[src/rtl/uart_tx_fifo.sv]
// Byte FIFO that feeds a UART transmitter through its send/busy handshake,
// so that bursty producers are decoupled from the serial line rate.
module uart_tx_fifo #(
    parameter int DEPTH = 16,
    localparam int AW = $clog2(DEPTH)
) (
    input  logic          ipClk,
    input  logic          rst,
    input  logic [7:0]    ipWrData,
    input  logic          ipWrEn,
    output logic          opFull,
    output logic          opEmpty,
    output logic [AW:0]   opCount,
    output logic          opOverflow,
    output logic [7:0]    opTxData,
    output logic          opTxSend,
    input  logic          ipTxBusy
);

    typedef enum logic [1:0] {
        IDLE = 2'd0,
        SEND = 2'd1,
        WAIT = 2'd2
    } state_t;

    logic [7:0]  mem [DEPTH];
    logic [AW-1:0] wrPtr_q, wrPtr_d;
    logic [AW-1:0] rdPtr_q, rdPtr_d;
    logic [AW:0]   count_q, count_d;
    logic          full_q, full_d;
    logic          empty_q, empty_d;
    logic          overflow_q;
    logic [7:0]    txData_q;
    logic          txSend_q;
    state_t        state_q;

    logic wrAccept;
    logic pop;

    // A write is judged against the registered full flag, so a pop in the
    // same cycle cannot make room for a write that arrived while full.
    always_comb begin
        wrAccept = ipWrEn && !full_q;
        pop      = (state_q == IDLE) && !empty_q && !ipTxBusy;
        wrPtr_d  = wrAccept ? wrPtr_q + AW'(1) : wrPtr_q;
        rdPtr_d  = pop ? rdPtr_q + AW'(1) : rdPtr_q;
        count_d  = count_q;
        case ({wrAccept, pop})
            2'b10:   count_d = count_q + (AW+1)'(1);
            2'b01:   count_d = count_q - (AW+1)'(1);
            default: count_d = count_q;
        endcase
        full_d  = (count_d == (AW+1)'(DEPTH));
        empty_d = (count_d == '0);
    end

    always_ff @(posedge ipClk) begin
        if (wrAccept) begin
            mem[wrPtr_q] <= ipWrData;
        end
    end

    always_ff @(posedge ipClk) begin
        if (rst) begin
            wrPtr_q    <= '0;
            rdPtr_q    <= '0;
            count_q    <= '0;
            full_q     <= 1'b0;
            empty_q    <= 1'b1;
            overflow_q <= 1'b0;
        end else begin
            wrPtr_q    <= wrPtr_d;
            rdPtr_q    <= rdPtr_d;
            count_q    <= count_d;
            full_q     <= full_d;
            empty_q    <= empty_d;
            overflow_q <= ipWrEn && full_q;
        end
    end

    // Send stays high until the UART acknowledges with busy, then the
    // sequencer waits for busy to fall before offering the next byte.
    always_ff @(posedge ipClk) begin
        if (rst) begin
            state_q  <= IDLE;
            txData_q <= 8'h00;
            txSend_q <= 1'b0;
        end else begin
            case (state_q)
                IDLE: begin
                    txSend_q <= 1'b0;
                    if (pop) begin
                        txData_q <= mem[rdPtr_q];
                        txSend_q <= 1'b1;
                        state_q  <= SEND;
                    end
                end
                SEND: begin
                    if (ipTxBusy) begin
                        txSend_q <= 1'b0;
                        state_q  <= WAIT;
                    end
                end
                WAIT: begin
                    txSend_q <= 1'b0;
                    if (!ipTxBusy) begin
                        state_q <= IDLE;
                    end
                end
                default: begin
                    txSend_q <= 1'b0;
                    state_q  <= IDLE;
                end
            endcase
        end
    end

    assign opFull     = full_q;
    assign opEmpty    = empty_q;
    assign opCount    = count_q;
    assign opOverflow = overflow_q;
    assign opTxData   = txData_q;
    assign opTxSend   = txSend_q;

endmodule

[config.mk]
export PLATFORM = sky130hd
export DESIGN_NAME = uart_tx_fifo
export DESIGN_NICKNAME = d
export VERILOG_FILES = /design/src/rtl/uart_tx_fifo.sv
export SDC_FILE = /design/constraint.sdc
export NUM_CORES = 1
export LEC_CHECK = 0
export ABC_CLOCK_PERIOD_IN_PS = 2550
export BUFFER_PORTS_ARGS = -buffer_cell sky130_fd_sc_hd__buf_2
export CORE_MARGIN = 8
export CORE_UTILIZATION = 45
export DETAILED_ROUTE_END_ITERATION = 10
export PLACE_DENSITY_LB_ADDON = 0.3
export SETUP_SLACK_MARGIN = 0.15
export SKIP_CTS_REPAIR_TIMING = 1
export SLEW_MARGIN = 10
export SYNTH_ARGS = -nofsm -noshare
export SYNTH_HDL_FRONTEND = slang
export SYNTH_SLANG_ARGS = --single-unit
[constraint.sdc]
create_clock -name ipClk -period 2.55 [get_ports ipClk]
set_input_delay 0.51 -clock ipClk [delete_from_list [all_inputs] [get_ports ipClk]]
set_output_delay 0.51 -clock ipClk [all_outputs]
set_load 0.05 [all_outputs]
# Word-level counts from Yosys, hierarchy flattened

Memories as Yosys holds them, arrays and structs flattened. A register that Yosys moved wholly into a read port is not among the register bits.
Index checks and enable logic that the tools add are counted.

Memories kept: 1
Register bits after elaboration: 19
Bits in writable memories: 128

Eq/ne operators: 8
Add/sub/neg operators: 4
Reduce and logical (&&, ||, !) cells: 11
Multiplexer cells: 10

Memories:

| name | words | width | read ports | clocked after Yosys merged registers in | write ports | RTL line | RTL |
|---|---|---|---|---|---|---|---|
| mem  | 16    | 8     | 1          | 1                                       | 1           | 26       | `logic [7:0] mem [DEPTH];` |

Operators with widths:

| cell                                              | number |
|---|---|
| case mux 5 bit (2 select lines)                   | 1 |
| adder 4 x 1 -> 4 bit (second input constant)      | 2 |
| 2-to-1 mux 2 bit                                  | 3 |
| != test 2 bit (second input constant)             | 3 |
| case mux 2 bit (3 select lines)                   | 1 |
| adder 5 x 1 -> 5 bit (second input constant)      | 1 |
| == test 5 bit (second input constant)             | 1 |
| zero test 5 bit                                   | 1 |
| subtractor 5 x 1 -> 5 bit (second input constant) | 1 |
| == test 2 x 1 -> 1 bit (second input constant)    | 2 |
| == test 2 bit (second input constant)             | 2 |
| logical AND 1 bit                                 | 4 |
| 2-to-1 mux 1 bit                                  | 4 |
| zero test 1 bit                                   | 3 |
| AND reduction 3 bit                               | 1 |
| zero test 2 bit                                   | 1 |
| case mux 1 bit (2 select lines)                   | 1 |
| AND reduction 2 bit                               | 1 |

# Logic depth before layout (Yosys ltp)

Gate-level depths: netlist of the first run.

Depth in word-level cells: 6
Gate-level depth with buffers: 11
Mapped depth without buffers: 10

# Worst setup path before layout of the first run

Ideal clock, no wire load.

Kind: register -> register
Start point: reg empty_q, in the netlist opEmpty
End point: reg empty_q, in the netlist opEmpty
Path slack: -0.284 ns
Buffers on the path: 1
Required time: 2.435 ns
Arrival: 2.719 ns
Cell stages (with the launch flop): 11
Cells stage by stage: dfxtp_1 -> or4_4 -> clkinv_4 -> clkbuf_1 -> ha_1 -> nor2_1 -> a32o_1 -> a221o_1 -> a21oi_1 -> xnor2_1 -> a31o_1

Word-level cells in the longest chain between the ends: 6
Elaborated cells between the ends (all ways): 7
Classes of those cells: eq/ne: 2; mux: 1; reduce/logical: 4

RTL lines:

| what                                                           | RTL line | RTL |
|---|---|---|
| start, declared                                                | 31       | `logic empty_q, empty_d;` |
| start signal, assigned                                         | 76       | `empty_q <= empty_d;` |
| zero test 1 bit *                                              | 44       | `pop = (state_q == IDLE) && !empty_q && !ipTxBusy;` |
| logical AND 1 bit * (2 in a row)                               | 44       |  |
| == test 2 x 1 -> 1 bit / == test 2 bit (equally long branches) | 48       | `case ({wrAccept, pop})` |
| case mux 5 bit (2 select lines) *                              | 48       |  |
| zero test 5 bit *                                              | 54       | `empty_d = (count_d == '0);` |

Every way passes the cells marked *; elsewhere a longest branch is shown, timed or not.
A chain may end at the register's enable or synchronous reset.

# Final worst setup path of the first run

Start point: reg state_q[1]
End point: reg empty_q, in the netlist opEmpty

Word-level cells in the longest chain between the ends: 6
Elaborated cells between the ends (all ways): 7
Classes of those cells: eq/ne: 2; mux: 1; reduce/logical: 4

RTL lines:

| what                                                           | RTL line | RTL |
|---|---|---|
| start, declared                                                | 35       | `state_t state_q;` |
| start signal, assigned                                         | 85       | `state_q <= IDLE;` |
| start signal, assigned                                         | 95       | `state_q <= SEND;` |
| start signal, assigned                                         | 101      | `state_q <= WAIT;` |
| zero test 2 bit *                                              | 44       |  |
| logical AND 1 bit * (2 in a row)                               | 44       |  |
| == test 2 x 1 -> 1 bit / == test 2 bit (equally long branches) | 48       |  |
| case mux 5 bit (2 select lines) *                              | 48       |  |
| zero test 5 bit *                                              | 54       |  |

Marked as above.

==> impl_metrics.ini, run 1 <==
[outcome]
status = complete, but fails checks
violations = negative setup slack

[route]
vias = 3166
vias_per_cell = 5.33
drtAntennaViolNets = 0
wl_met3_um = 642
drc = 0
wl_met2_um = 5680
firstDrtPassIters = 6
drt_iter0_drc = 305
post_drt_wl_per_cell_um = 20.0
maxUsedRoutingLayer = met4
drt-total-wl_um = 11900
wl_met1_um = 5440

[final_layout]
layout-drive-gt1-share_pct = 34.5
design_area_um2 = 7270
synthToLayoutAreaGrowth_pct = 17.1
fillers = 1109
n_antenna_cell = 0
nets = 421

[sta]
min_period_ns = 2.57
slew_viol_final = 0
hold_viol = 0
worst_slack_ns = -0.0239
clock_skew_ns = 0.00908
worst_pin_slew_ns = 0.650
relSlewSlack_pct = 56.6
setup_viol = 1
timing.final.crit_share_pct = 101
rsz0062_at_grt = yes
clock.fmax_mhz = 389

[min_path]
holdPathEnd = opOverflow
min_from = ipWrEn
holdPathStages = 3
hp-class = primary input to register

[global_route]
grt_overflow = 0
grt_pass1_vias = 3283
grt_start_max_net_pins = 36
grt_pass1_wl_um = 19000
grt_usage_pct = 14.3
antenna_found_initial = 0

[worst_setup_path]
r2r_start = state_q[1]
r2r_setup_slack_ns = -0.02
r2r_end = opEmpty
path_class = register to register
crit_path_start_kind = register
worstSetupStartpoint = state_q[1]
required_ns = 2.86
cp.arrival_ns = 2.88
endpoint_kind = register
critical_path_peak_fanout = 3
ff2ff_path_depth = 11

[floorplanning]
core_um2 = 13700
die-area_um2 = 17800
io-pin-count = 29
rows = 43
start_util_pct = 45.4
fp.dieW_um = 133
die_h_um = 133

[placement]
place_area_um2 = 6700
hpwlAfterDp_um = 7880
io_buffers = 28
place_ws_ns = -0.206
place.gp.congestion = 0.763

[synth]
synth_common_cells = edfxtp_1, mux4_2, nand2_1
synth_top_area_share_pct = 61.9
ys_async_sr_fraction_pct = 0
synth_cell_types = 42
yosys_warnings = 0
syn-cell-area_um2 = 6210
syn-num-nets = 363
synthCells = 343
ys_seq_area_share_pct = 70.6
avgSynthCellArea_um2 = 18.1
synth_edf_count = 128
synth_area_leader_cell = edfxtp_1
synth_seq_cells = 155
yosysMostFrequentCell = edfxtp_1
synth.area.top_cells = edfxtp_1, mux4_2, dfxtp_1, nand2_1, ha_1
ys.flop_type = edfxtp_1

[run]
maxCapViolations = 0

[cts]
cts_root_buf = clkbuf_16
cts_tree = built
cts_made_buffers = 17
clock_path_buffers = 2
path_clk_slew_ns = 0.06
cts.sinks = 155
clk_latency_ns = 0.42
htreeDepth = 4

[power]
power_density_nw_per_um2 = 876
power_mw = 6.37
irDropWorstVdd_v = 0.000590
p_leak_nw = 2.47
## how the worst max path moves through the flow
stage | end | slack, ns
floorplan | opEmpty | -0.08
global placement | opEmpty | -0.18
detailed placement | opEmpty | -0.21
CTS | opFull | -0.01
global route | opFull | -0.14
finish | opEmpty | -0.02
## cell type report
cell class | count | area, um2 | share of cell area [%]
multi-input cells | 162 | 1680 | 23.1
repair buffers | 60 | 393 | 5.41
inverters | 5 | 37.5 | 0.517
well taps | 180 | 225 | 3.10
clock buffers | 23 | 488 | 6.71
flip-flops and latches | 155 | 4390 | 60.4
clock inverters | 9 | 61.3 | 0.844
## cell families after synthesis
family                   after synthesis  synth area share (%)
adder cells (fa/ha/maj)                8                  1.61
buffers and inverters                 26                  2.60
XOR/XNOR                              12                  1.69
flip-flops                           155                  70.6
AO/OA/AOI/OAI                         26                  3.00
AND/OR/NAND/NOR                       74                  5.62
multiplexers                          42                  14.8
## state kept, by name, summed over array words and instances (netlist names)
register,flops
opCount,5
mem,128
state_q,2
opOverflow,1
wrPtr_q,4
opFull,1
opTxSend,1
opEmpty,1
opTxData,8
rdPtr_q,4
## stage by stage
step	utilization [%]	instances	hold WS [ns]	TNS (ns)
after detailed placement	49.0	561	0.447	-0.550
after CTS	53.0	593	0.309	-0.0254
final	53.2	594	0.321	-0.0239
after global placement	49.0	561	0.443	-0.468
after floorplan	-	343	0.466	-0.157
after global routing	53.2	594	0.319	-0.306
## per-layer routing
layer,GRT usage (%),up-vias
met2,22.2,75
met5,0,-
li1,-,1455
met1,18.6,1625
met4,4.62,0
met3,4.86,11
## report_power, final
part,leakage [nW],switching [mW],internal (mW)
Sequential,1.38,0.0880,2.84
Combinational,0.823,0.646,0.499
Clock,0.270,0.944,1.35
## critical path, stage by stage (launching register included)
cell and delay (ns):
dfxtp_1 0.31, or4_4 0.55, nor2_4 0.13, xor2_1 0.07
ha_2 0.17, a21o_1 0.17, buf_4 0.14, and3_1 0.20
o21ba_1 0.18, o31ai_2 0.25, a21oi_1 0.07, a31o_1 0.22
## cells in the final DEF, fill, tap and decap left out, drive strengths merged, types with 2 or more instances in the layout
cell      count
nor3          5
ha            8
nor3b         3
clkinvlp      2
nand2        28
mux2i         2
inv           6
clkinv        5
dfxtp        27
o31ai         2
nor2         27
a21oi        13
xor2          7
xnor2         5
clkbuf       23
a21o          2
buf          60
nand2b        2
mux4         40
nand4         3
edfxtp      128
(Power assumes the default switching activity.)
==> inputs of run 2 (changes only) <==
--- a/config.mk
+++ b/config.mk
@@ -5,12 +5,14 @@
 export SDC_FILE = /design/constraint.sdc
 export NUM_CORES = 1
 export LEC_CHECK = 0
+export ABC_AREA = 1
 export ABC_CLOCK_PERIOD_IN_PS = 2550
 export BUFFER_PORTS_ARGS = -buffer_cell sky130_fd_sc_hd__buf_2
 export CORE_MARGIN = 8
 export CORE_UTILIZATION = 45
 export DETAILED_ROUTE_END_ITERATION = 10
-export PLACE_DENSITY_LB_ADDON = 0.3
+export GPL_TIMING_DRIVEN = 0
+export PLACE_DENSITY_LB_ADDON = 0.12
 export SETUP_SLACK_MARGIN = 0.15
 export SKIP_CTS_REPAIR_TIMING = 1
 export SLEW_MARGIN = 10
==> run 2 against run 1 <==
The flow now finishes without violations. Critical endpoint unchanged. Register-to-register slack improved by 0.34 ns. Wire length increased by 33%. Clock power increased by 9.2%. Power increased by 5.9%. Largest cell class unchanged.
==> impl_metrics.ini, run 2 <==
[synth]
synth_top_area_share_pct = 58.3
yosys_warnings = 0
avgSynthCellArea_um2 = 11.3
ys_seq_area_share_pct = 66.5
synth_cell_types = 32
syn-cell-area_um2 = 6590
synth_seq_cells = 155
synth_common_cells = edfxtp_1, inv_1, nand2_1
ys_async_sr_fraction_pct = 0
yosysMostFrequentCell = edfxtp_1
ys.flop_type = edfxtp_1
synth.area.top_cells = edfxtp_1, dfxtp_1, inv_1, nand3_1, o211ai_1
synth_area_leader_cell = edfxtp_1
synthCells = 585
synth_edf_count = 128
syn-num-nets = 605

[global_route]
antenna_found_initial = 0
grt_pass1_vias = 4393
grt_pass1_wl_um = 24600
grt_start_max_net_pins = 17
grt_overflow = 0
grt_usage_pct = 18.0

[power]
p_clk_share_pct = 37.1
irDropWorstVdd_v = 0.000575
comb_power_share_pct = 19.8
switching_share_pct = 29.3
power_density_nw_per_um2 = 893
p_int_mw = 4.77
seqPwrFrac_pct = 43.2
switchingPower_mw = 1.97
p_leak_nw = 2.91

[worst_setup_path]
required_ns = 2.90
crit_path_start_kind = register
critical_path_peak_fanout = 10
path_class = register to register
cp_slowest_cell = dfxtp_1
slowest_delay_ns = 0.34
cpMostUsedCell = nand2_1
endpoint_kind = register
crit_chain = nor2_4, nand2_1, inv_1, clkbuf_4, ha_1, buf_2, o21ai_0, nand2_1, nor2_2, nand3_2, o21bai_2
cp.arrival_ns = 2.59

[floorplanning]
die_h_um = 137
io-pin-count = 29
rows = 44
die-area_um2 = 18800
fp.dieW_um = 137
core_um2 = 14400
start_util_pct = 45.7

[sta]
clock.fmax_mhz = 447
relSlewSlack_pct = 43.6
timing.final.crit_share_pct = 87.8
hold_viol = 0
clock_skew_ns = 0.00667
rsz0062_at_grt = no
slew_viol_final = 0
worst_pin_slew_ns = 0.843
setup_viol = 0
finalSetupTns_ns = 0
min_period_ns = 2.24

[route]
post_drt_wl_per_cell_um = 19.2
drtAntennaViolNets = 0
drc = 0
firstDrtPassIters = 7
drt-total-wl_um = 15900
drt_iter0_drc = 319
vias_per_cell = 5.27
vias = 4366

[cts]
path_clk_slew_ns = 0.06
cts.sinks = 155
cts_tree = built
clock_path_buffers = 2
clk_latency_ns = 0.42
htreeDepth = 4
cts_made_buffers = 17
cts_root_buf = clkbuf_16

[final_layout]
utilization_pct = 52.3
final_common_cell = edfxtp_1
nets = 652
final_cell_mix = edfxtp_1, inv_1, nand2_1, nand3_1, a21oi_1
largest_reg_flops = 128
n_antenna_cell = 0
top_register = mem
layout-drive-gt1-share_pct = 14.7
synthToLayoutAreaGrowth_pct = 14.5

[run]
maxCapViolations = 0

[outcome]
status = completed

[placement]
place.gp.congestion = 0.883
io_buffers = 28
hpwlAfterDp_um = 10900

[min_path]
hp-class = primary input to register
run 2: routing by layer:
layer  up-vias  global-route usage (%)  wire (um)
met2       106                    28.6       7730
met5         -                       0          0
li1       2123                       -          -
met3        26                    4.92        915
met4         0                    8.09        367
met1      2111                    22.5       6870
run 2: layout make-up:
| type | count | area [um2] |
|---|---|---|
| well taps | 184 | 230 |
| repair buffers | 28 | 140 |
| inverters | 97 | 364 |
| clock inverters | 12 | 149 |
| multi-input cells | 303 | 1660 |
| clock buffers | 20 | 437 |
| flip-flops and latches | 155 | 4380 |
| fillers | 1291 | 6870 |
| plain buffers | 30 | 188 |
run 2: kinds of logic (layout without fill, tap and decap cells):
family | after synthesis | in the layout | share of synthesized area [%]
AOI/OAI and AO/OA | 122 | 122 | 11.0
xor gates and xnor gates | 2 | 2 | 0.266
adders and majority gates | 8 | 8 | 1.52
buffers and inverters | 127 | 187 | 8.33
DFF | 155 | 155 | 66.5
and+or+nand+nor | 171 | 171 | 12.4
run 2: worst paths after layout:
path | start | endpoint | slack [ns] | cells past startpoint
min | rst | state_q[0] | 0.30 | 2
min reg2reg | opFull | opOverflow | 0.44 | 2
max reg2reg | state_q[1] | opEmpty | 0.31 | 11
max | state_q[1] | opEmpty | 0.31 | 11
run 2: per-stage QoR:
step	hold WS, ns	cell area [um2]	worst slack (ns)	total power, mW	std cells
2_1_floorplan	0.477	6590	0.361	3.89	585
3_3_place_gp	0.434	6960	0.00704	4.27	797
3_5_place_dp	0.441	6960	0.0221	4.29	797
4_1_cts	0.284	7550	0.248	6.79	829
5_1_grt	0.296	7550	0.186	7.03	829
6_report	0.300	7550	0.312	6.75	829
run 2: worst max-delay path, delay by kind of cell, from the launching register on:
kind,cells,cell delay (ns)
and+or+nand+nor,5,0.71
AOI/OAI and AO/OA,2,0.35
buffers and inverters,3,0.54
DFF,1,0.34
adders and majority gates,1,0.24
run 2: power by group through the flow:
stage / Clock [mW] / Sequential (mW) / Combinational (mW)
6_report: 2.50 / 2.91 / 1.33
3_5_place_dp: 0 / 2.96 / 1.33
3_3_place_gp: 0 / 2.96 / 1.31
2_1_floorplan: 0 / 3.15 / 0.746
5_1_grt: 2.64 / 2.92 / 1.46
4_1_cts: 2.55 / 2.91 / 1.33
==> inputs of run 3 (changes only) <==
--- a/config.mk
+++ b/config.mk
@@ -10,9 +10,10 @@
 export BUFFER_PORTS_ARGS = -buffer_cell sky130_fd_sc_hd__buf_2
 export CORE_MARGIN = 8
 export CORE_UTILIZATION = 45
+export CTS_CLUSTER_DIAMETER = 80
 export DETAILED_ROUTE_END_ITERATION = 10
 export GPL_TIMING_DRIVEN = 0
-export PLACE_DENSITY_LB_ADDON = 0.12
+export PLACE_DENSITY = 0.71
 export SETUP_SLACK_MARGIN = 0.15
 export SKIP_CTS_REPAIR_TIMING = 1
 export SLEW_MARGIN = 10
==> run 3 against run 2 <==
Core utilization is 0.13 points higher. Power about the same. Via count increased by 3.8%. First-iteration DRC count grew 10%. Non-clock buffer count is the same. Critical path depth is the same. Worst hold slack worse by 0.0053 ns. Worst setup slack gained 0.013 ns. Sequential share of layout area fell by 0.14 points. Combinational power is essentially flat. Highest routed layer unchanged.
==> impl_metrics.ini, run 3 (synthesis results as in run 2) <==
[final_layout]
top_register = mem
final_cell_mix = edfxtp_1, inv_1, nand2_1, nand3_1, a21oi_1
utilization_pct = 52.5
fillers = 1223
largest_reg_flops = 128
layout-drive-gt1-share_pct = 14.7
design_area_um2 = 7570
n_antenna_cell = 0
nets = 652
final_common_cell = edfxtp_1
seq_area_um2 = 4380
multi_input_area_um2 = 1660
synthToLayoutAreaGrowth_pct = 14.8

[power]
comb_power_share_pct = 19.9
seqPwrFrac_pct = 43.3
p_clk_share_pct = 36.8
p_int_mw = 4.79
switching_share_pct = 28.9
p_leak_nw = 2.92
irDropWorstVdd_v = 0.000594
switchingPower_mw = 1.95
power_density_nw_per_um2 = 891
power_mw = 6.74

[worst_setup_path]
cp.arrival_ns = 2.58
required_ns = 2.90
crit_path_start_kind = register
slowest_delay_ns = 0.34
endpoint_kind = register
critical_path_peak_fanout = 10
path_class = register to register
cp_slowest_cell = dfxtp_1
cpMostUsedCell = nand2_1
crit_chain = nor2_4, nand2_1, inv_1, clkbuf_4, ha_1, buf_2, o21ai_1, nand2_1, nor2_2, nand3_2, o21bai_2

[run]
maxCapViolations = 0

[floorplanning]
rows = 44
die-area_um2 = 18800
core_um2 = 14400
io-pin-count = 29
fp.dieW_um = 137
start_util_pct = 45.7
die_h_um = 137

[sta]
slew_viol_final = 0
clock.fmax_mhz = 449
min_period_ns = 2.23
clock_skew_ns = 0.00777
rsz0062_at_grt = no
setup_viol = 0
worst_pin_slew_ns = 0.875
finalSetupTns_ns = 0
hold_viol = 0
hold_slack_ns = 0.295
relSlewSlack_pct = 41.4
timing.final.crit_share_pct = 87.3

[cts]
clock_path_buffers = 2
htreeDepth = 4
path_clk_slew_ns = 0.06
clk_latency_ns = 0.43
cts.sinks = 155
cts_made_buffers = 17
cts_tree = built
cts_root_buf = clkbuf_16

[route]
vias_per_cell = 5.47
post_drt_wl_per_cell_um = 18.5
firstDrtPassIters = 5
drc = 0
vias = 4531
drt_iter0_drc = 351
drt-total-wl_um = 15300
drtAntennaViolNets = 0

[global_route]
grt_pass1_wl_um = 23700
grt_usage_pct = 17.2
grt_pass1_vias = 4511
grt-busiest-layer = met2
use_met1_pct = 20.2
grt_overflow = 0
met3_usage_pct = 3.74
use_met2_pct = 29.1
antenna_found_initial = 0
grt_start_max_net_pins = 17

[placement]
place.gp.congestion = 0.918
hpwlAfterDp_um = 10600
io_buffers = 28
place_area_um2 = 6960

[outcome]
status = completed

[min_path]
hp-class = primary input to register
## run 3: cell count changes in the layout (fill, tap and decap cells not counted), moves of 2 or more
cell,before,now
bufinv_16,3,0
clkbuf_8,0,3
clkbuf_16,17,21
clkinvlp_4,3,1
## run 3: cell type report
type	instances	area share [%]
inverter	97	4.81
clock inverter	4	0.298
tap	184	3.04
sequential	155	57.9
buffer	30	2.48
clock buffer	28	7.69
multi-input combinational	303	21.9
timing repair buffer	28	1.85
## run 3: worst paths after layout
check / endpoint / depth (start not counted) / slack (ns) / startpoint
worst max-delay path: opEmpty / 11 / 0.32 / state_q[1]
worst min-delay path: state_q[0] / 2 / 0.29 / rst
worst max register to register: opEmpty / 11 / 0.32 / state_q[1]
worst min register to register: opOverflow / 2 / 0.46 / opFull
## run 3: metrics by stage
step | instances | worst slack (ns)
after global placement | 797 | 0.0681
after global routing | 829 | 0.151
after detailed placement | 797 | -0.00860
after CTS | 829 | 0.216
after floorplan | 585 | 0.361
final | 829 | 0.325
## run 3: critical path: cells and delay by family, from the launching register on
kind | cells | cell delay (ns)
compound gates | 2 | 0.33
fa+ha+maj | 1 | 0.25
buf+inv | 3 | 0.54
flops | 1 | 0.34
simple gates | 5 | 0.69
## run 3: power groups by stage
stage	clock network (mW)	logic (mW)	registers, mW
2_1_floorplan	0	0.746	3.15
3_3_place_gp	0	1.26	2.97
3_5_place_dp	0	1.31	2.97
4_1_cts	2.50	1.32	2.92
5_1_grt	2.61	1.45	2.93
6_report	2.48	1.34	2.92
## run 3: routing by layer
layer  part of all wire, %  up-vias
li1                      -     2124
met1                    39     2205
met2                    51      160
met3                   6.5       42
met4                   3.8        0
met5                     0        -
